### src/rtl/single_port_ram.sv
// single_port_ram: write-first single-port RAM with synchronous active-low clear of data and output.
// Define SINGLE_PORT_RAM_OUT_REG_EN to add a second output register (2-cycle latency).
module single_port_ram #(
  parameter int DATA_WIDTH = 8,
  parameter int ADD_WIDTH  = 4
) (
  input  logic                  clk,
  input  logic                  reset,
  input  logic                  we,
  input  logic [DATA_WIDTH-1:0] data,
  input  logic [ADD_WIDTH-1:0]  addr,
  output logic [DATA_WIDTH-1:0] wdata
);
  localparam int DEPTH = 2 ** ADD_WIDTH;
  logic [DATA_WIDTH-1:0] mem [DEPTH];
  logic [DATA_WIDTH-1:0] rd;
  // Reset clears every word in the same edge, so the array is built from flops.
  always_ff @(posedge clk)
    if (!reset) begin
      for (int i = 0; i < DEPTH; i++) mem[i] <= '0;
      rd <= '0;
    end else begin
      if (we) mem[addr] <= data;
      rd <= we ? data : mem[addr];
    end
`ifdef SINGLE_PORT_RAM_OUT_REG_EN
  logic [DATA_WIDTH-1:0] pipe;
  always_ff @(posedge clk)
    pipe <= !reset ? '0 : rd;
  assign wdata = pipe;
`else
  assign wdata = rd;
`endif
endmodule

### config.mk
export PLATFORM = sky130hd
export DESIGN_NAME = single_port_ram
export DESIGN_NICKNAME = d
export VERILOG_FILES = /design/src/rtl/single_port_ram.sv
export SDC_FILE = /design/constraint.sdc
export NUM_CORES = 1
export LEC_CHECK = 0
export CORE_MARGIN = 3
export CORE_UTILIZATION = 40
export DETAILED_ROUTE_END_ITERATION = 8
export PLACE_DENSITY_LB_ADDON = 0.2
export SYNTH_ARGS = -nofsm -noshare
export SYNTH_HDL_FRONTEND = slang
export SYNTH_SLANG_ARGS = --single-unit
export TNS_END_PERCENT = 30
### constraint.sdc
create_clock -name clk -period 6.4 [get_ports clk]
set_input_delay 1.92 -clock clk [delete_from_list [all_inputs] [get_ports clk]]
set_output_delay 1.92 -clock clk [all_outputs]
set_load 0.005 [all_outputs]
==> summary.txt, run 1 <==
Worst setup path
  • CP Max Fanout: 28
  • CP Data Arrival Time: 4.61 ns
  • Startpoint Class: input pin
  • CP top delay family: buffers and inverters
  • Crit. End Element: flip-flop
  • Cell breakdown of the critical path: clkdlybuf4s50_1, nand2_1, or3_1, o21ai_0
  • Worst Setup SP: reset
  • Count of buffer and inverter cells on the critical path: 1
  • Req. time, crit path: 6.44 ns
  • Setup CP Type: in -> reg
  • Worst path slowest cell: clkdlybuf4s50_1
  • Reg2reg start: mem[2][2]
  • Largest incremental delay on the critical path: 1.17 ns

Timing
  • Fin crit share: 71.4%
  • Final Slew Violations: 0
  • Fin crit period: 4.57 ns
  • Final setup TNS: 0 ns
  • Final setup viols: 0
  • RSZ-0062 raised after global routing: false
  • Fmax: 219 MHz
  • Max Clock Skew: 0.0114 ns
  • Relative max-transition margin: 24.5%
  • Worst slew pin tran: 1.12 ns
  • Final Hold Violating Endpoints: 0

Placed design
  • HPWL Detailed: 9.67 mm
  • Gpl congestion: 0.793
  • I/O Buffers: 22

Power
  • Pleak: 2.55 nW
  • Peak VDD IR: 0.194 mV
  • Total power: 2.22 mW
  • Power per cell area: 307 nW/um^2

Yosys
  • Net count after synthesis: 470
  • Synth top area share: 61.0%
  • Distinct cells, synth: 34
  • Avg Inst Size Synth: 13.9 sq um
  • Synth Area in Compound Gates: 5.95%
  • Largest family of logic cells by synthesized area: simple AND/OR/NAND/NOR gates
  • Area share of xor/xnor cells in the synthesized design: 0%
  • Post-synthesis register bit count: 136
  • Yosys warns: 0
  • Cell area after synthesis: 6300 sq um
  • Seq/Total Area, Yosys: 63.5%
  • Synth Instances: 455
  • Synth area leaders: edfxtp_1, and2_1, mux2i_1, dfxtp_1, mux4_1
  • Mux cell area share after synthesis: 10.2%
  • Area leader, netlist: edfxtp_1
  • Post-Synth Simple-Gate Area: 17.3%
  • Synth Area in Adders: 0%

Finish
  • Layout area overhead: 14.8%
  • Sequential cell area: 4000 sq um
  • Fillcell total: 1397
  • Fraction of layout cells with a size suffix above 1: 11.9%
  • Area of the multi-input gates: 2110 sq um
  • Nets: 483
  • Commonest cells after routing, fill and taps aside: and2_1, edfxtp_1, mux2i_1
  • # diodes: 0

GRT
  • Global route overflow: 0
  • Largest net degree at the start of global routing: 30
  • Number of global-route vias before repair: 3675
  • Initial antenna violation count: 0
  • Global Route Usage Sum: 17.6%
  • Global-route wire length before repair: 22.2 mm

Job
  • Max-Cap Viols: 0

Routing
  • Total wire length: 14.6 mm
  • Vias: 3676
  • WL/cell: 21.0 um
  • DR DRC count: 0
  • Detail Route Antenna Nets: 0
  • Iteration-0 DRC Markers: 428
  • Initial DRT Pass Iterations: 5
  • Via/cell ratio: 5.31

Clocking
  • Clock root cell: clkbuf_16
  • Clk Latency, worst-skew pair: 0.42 ns
  • Max clock buf depth: 2
  • TritonCTS clock tree: built
  • H-tree levels: 4
  • Total setup buffers inserted after CTS: 0
  • Post-CTS Hold Buffers: 0
  • Total CTS buffers: 17
  • Worst-path clk slew: 0.06 ns
  • Post_cts resized: 0
  • Clock net sink count: 136

Die
  • Core ar.: 15300 sq um
  • Starting density of the core: 41.2%
  • Number of cell rows: 45
  • Die Span X: 132 um
  • Chip Height: 132 um
  • Die ar.: 17300 sq um
  • I/O pins: 23

Min path
  • Min-delay worst type: reg -> reg
  • Min-delay src: mem[11][5]

Status
  • Status: complete, no violations
==> where the power goes <==
group,internal [mW],switching (mW)
Combinational,0.0591,0.0945
Clock,0.679,0.345
Sequential,1.03,0.0170
==> routing by layer <==
layer  vias to the layer above  routed length, um  global-route usage (%)
met5                         -                  0                       0
met4                         0                272                    6.24
met3                        18                692                    4.29
met2                       120               6750                    26.4
met1                      1820               6850                    25.1
li1                       1718                  -                       -
==> synthesized netlist by cell type, drive strengths merged <==
cell type,instances
nor3,8
edfxtp,128
mux2,11
a211oi,5
or3b,2
nor2b,5
or3,8
mux2i,30
nor2,18
o22ai,17
o32ai,4
and2,128
nand3,1
nand2b,2
mux4,9
or2,1
nand3b,4
o21ai,19
nand2,2
o21bai,1
o221ai,1
clkbuf,17
buf,14
inv,1
o221a,7
a31oi,1
nand4,1
nand4b,2
dfxtp,8
==> worst reg2reg max path, cell delays in order (launching register included) <==
cell and delay, ns:
edfxtp_1 0.40, mux4_1 0.53, o22ai_1 0.20, nor3_1 0.08
o221a_2 0.31
==> worst paths after layout <==
path                                   to  slack (ns)  cells after the start
worst min-delay path             wdata[5]        0.83                      3
worst max-delay path            mem[3][3]        1.83                      4
worst max register to register   wdata[2]        4.76                      4
worst min register to register   wdata[5]        0.83                      3
==> through the flow <==
step	instances	instance area (sq um)	utilization, %	hold WS (ns)	setup WS [ns]
finish	692	7240	47.3	0.828	1.83
global route	692	7240	47.3	0.854	1.64
CTS	692	7240	47.3	0.822	1.86
detailed placement	660	6620	43.2	0.813	1.42
global placement	660	6620	43.2	0.813	1.50
floorplan	455	6300	-	0.697	2.74
==> cell type report <==
type                            instances  area share (%)
Timing Repair Buffer                   25            3.21
Clock buffer                           23            6.60
Multi-Input combinational cell        287            29.2
Clock inverter                          9            2.00
Tap cell                              211            3.65
Sequential cell                       136            55.3
Inverter                                1          0.0518
==> cells by family (layout without fill, tap and decap cells) <==
family | count (synthesis) | after routing
simple gates | 182 | 182
flops | 136 | 136
mux | 50 | 50
buf+inv | 32 | 58
compound gates | 55 | 55
==> state kept, by name, indices dropped and copies added (netlist names) <==
register  flops
mem         128
wdata         8
No activity file was read; power rests on OpenSTA's default activity.
==> run 2, diff against run 1 <==
clock period = 4.8 ns   (was 6.4 ns; I/O delays follow)
==> summary.txt, run 2 (synthesis results as in run 1) <==
Status
  • Status: complete, no violations (unchanged)

Finish
  • Commonest cells after routing, fill and taps aside: and2_1, edfxtp_1, mux2i_1 (unchanged)
  • Fillcell total: 1348 (was 1397)
  • Sequential cell area: 4000 sq um (unchanged)
  • # diodes: 0 (unchanged)
  • Layout area overhead: 16.9% (was 14.8%)
  • Final Cell Area: 7370 sq um (was 7240 sq um)
  • Fraction of layout cells with a size suffix above 1: 14.9% (was 11.9%)
  • Fin util: 48.1% (was 47.3%)
  • Biggest register: mem (unchanged)
  • Max FFs per register: 128 (unchanged)
  • Nets: 499 (was 483)
  • Area of the multi-input gates: 2110 sq um (unchanged)

Die
  • Core ar.: 15300 sq um (unchanged)
  • Chip Height: 132 um (unchanged)
  • Die Span X: 132 um (unchanged)
  • Number of cell rows: 45 (unchanged)
  • I/O pins: 23 (unchanged)
  • Die ar.: 17300 sq um (unchanged)
  • Starting density of the core: 41.2% (unchanged)

Timing
  • Fin crit period: 3.36 ns
  • Relative max-transition margin: 30.3% (was 24.5%)
  • Worst slew pin tran: 1.05 ns (was 1.12 ns)
  • Final Hold Violating Endpoints: 0 (unchanged)
  • Final setup TNS: 0 ns (unchanged)
  • Fin crit share: 69.9%
  • Fmax: 298 MHz
  • RSZ-0062 raised after global routing: false (unchanged)
  • Final WS setup: 1.44 ns (was 1.83 ns)
  • Final Slew Violations: 0 (unchanged)
  • Final setup viols: 0 (unchanged)
  • Max Clock Skew: 0.00584 ns (was 0.0114 ns)

Worst setup path
  • Cell breakdown of the critical path: clkdlybuf4s50_1, nand2_1, nor2_1, and2_1 (was clkdlybuf4s50_1, nand2_1, or3_1, o21ai_0)
  • Startpoint Class: input pin (unchanged)
  • Count of buffer and inverter cells on the critical path: 1 (unchanged)
  • Crit. End Element: flip-flop (unchanged)
  • Worst path slowest cell: clkdlybuf4s50_1 (unchanged)
  • CP Max Fanout: 19 (was 28)
  • CP Data Arrival Time: 3.64 ns (was 4.61 ns)
  • Req. time, crit path: 5.08 ns (was 6.44 ns)
  • Largest incremental delay on the critical path: 0.88 ns (was 1.17 ns)
  • Setup CP Type: in -> reg (unchanged)
  • CP top delay family: simple AND/OR/NAND/NOR gates (was buffers and inverters)
  • Worst R2R Setup Slack: 3.16 ns (was 4.76 ns)

Routing
  • Total wire length: 14.7 mm (was 14.6 mm)
  • WL/cell: 20.7 um (was 21.0 um)
  • Vias: 3717 (was 3676)
  • Initial DRT Pass Iterations: 4 (was 5)
  • Iteration-0 DRC Markers: 360 (was 428)
  • Detail Route Antenna Nets: 0 (unchanged)
  • Via/cell ratio: 5.25 (was 5.31)
  • DR DRC count: 0 (unchanged)

Power
  • Sw power: 0.631 mW (was 0.456 mW)
  • Clock power frac: 46.6% (was 46.1%)
  • Peak VDD IR: 0.251 mV (was 0.194 mV)
  • Pleak: 2.62 nW (was 2.55 nW)
  • Switch share: 21.0% (was 20.5%)
  • P_int: 2.37 mW (was 1.76 mW)
  • Part of the power in registers: 46.1% (was 47.0%)
  • Comb power frac: 7.2% (was 6.9%)
  • Power per cell area: 407 nW/um^2 (was 307 nW/um^2)

Placed design
  • I/O Buffers: 22 (unchanged)
  • Pre-CTS setup slack: 1.04 ns (was 1.42 ns)
  • HPWL Detailed: 9.54 mm (was 9.67 mm)
  • Gpl congestion: 0.815 (was 0.793)
  • Dpl cell area: 6740 sq um (was 6620 sq um)

Min path
  • Min-delay worst type: reg -> reg (unchanged)

Clocking
  • Post-CTS Hold Buffers: 0 (unchanged)
  • Max clock buf depth: 2 (unchanged)
  • Worst-path clk slew: 0.06 ns (about the same)
  • H-tree levels: 4 (unchanged)
  • Post_cts resized: 0 (unchanged)
  • TritonCTS clock tree: built (unchanged)
  • Clock root cell: clkbuf_16 (unchanged)
  • Clock net sink count: 136 (unchanged)
  • Total setup buffers inserted after CTS: 0 (unchanged)
  • Clk Latency, worst-skew pair: 0.42 ns (about the same)
  • Total CTS buffers: 17 (unchanged)

GRT
  • Initial antenna violation count: 0 (unchanged)
  • Global Route Usage Sum: 17.6% (about the same)
  • Number of global-route vias before repair: 3785 (was 3675)
  • Global route overflow: 0 (unchanged)
  • Global-route wire length before repair: 22.7 mm (was 22.2 mm)
  • Largest net degree at the start of global routing: 47 (was 30)

Job
  • Max-Cap Viols: 0 (unchanged)
run 2: changes by cell type in the layout (fill, tap and decap cells not counted), sizes merged:
| cell | change |
|---|---|
| buf | +16 |
| clkbuf | -5 |
| clkinvlp | +3 |
| bufinv | +1 |
| clkinv | +1 |
run 2: path summary, 6_finish.rpt:
check / cells past startpoint / from / endpoint
max: 4 / addr[0] / mem[7][5]
min: 3 / mem[11][2] / wdata[2]
max reg2reg: 4 / mem[2][5] / wdata[5]
min reg2reg: 3 / mem[11][2] / wdata[2]
run 2: worst min-delay path, cell delays in order (launching register included):
cell	delay, ns
edfxtp_1	0.32
a211oi_1	0.07
nor3_1	0.18
o221a_2	0.20
run 2: metal layers:
| metal | up-vias | wire length, um | track usage, % | share of wire, % |
|---|---|---|---|---|
| met5 | - | 0 | 0 | 0 |
| met4 | 0 | 218 | 5.78 | 1.5 |
| met3 | 15 | 573 | 3.68 | 3.9 |
| met2 | 89 | 7270 | 28.7 | 50 |
| met1 | 1870 | 6620 | 23.7 | 45 |
| li1 | 1743 | - | - | - |
run 2: layout make-up:
| type | count | share of cell area [%] |
|---|---|---|
| Timing Repair Buffer | 41 | 4.79 |
| Sequential cell | 136 | 54.3 |
| Tap cell | 211 | 3.58 |
| Multi-Input combinational cell | 287 | 28.7 |
| Clock inverter | 14 | 2.78 |
| Inverter | 1 | 0.0509 |
| Clock buffer | 18 | 5.82 |
run 2: power groups by stage:
stage	Combinational (mW)	Clock (mW)	Sequential, mW
after global routing	0.232	1.47	1.39
final	0.216	1.40	1.38
after floorplan	0.130	0	1.40
after CTS	0.218	1.41	1.39
after global placement	0.215	0	1.41
after detailed placement	0.217	0	1.41
run 2: metrics by stage:
stage	power (mW)	cells	hold slack (ns)
4_1_cts	3.02	708	0.800
3_5_place_dp	1.63	676	0.787
6_report	3.00	708	0.800
2_1_floorplan	1.53	455	0.697
3_3_place_gp	1.62	676	0.779
5_1_grt	3.09	708	0.862
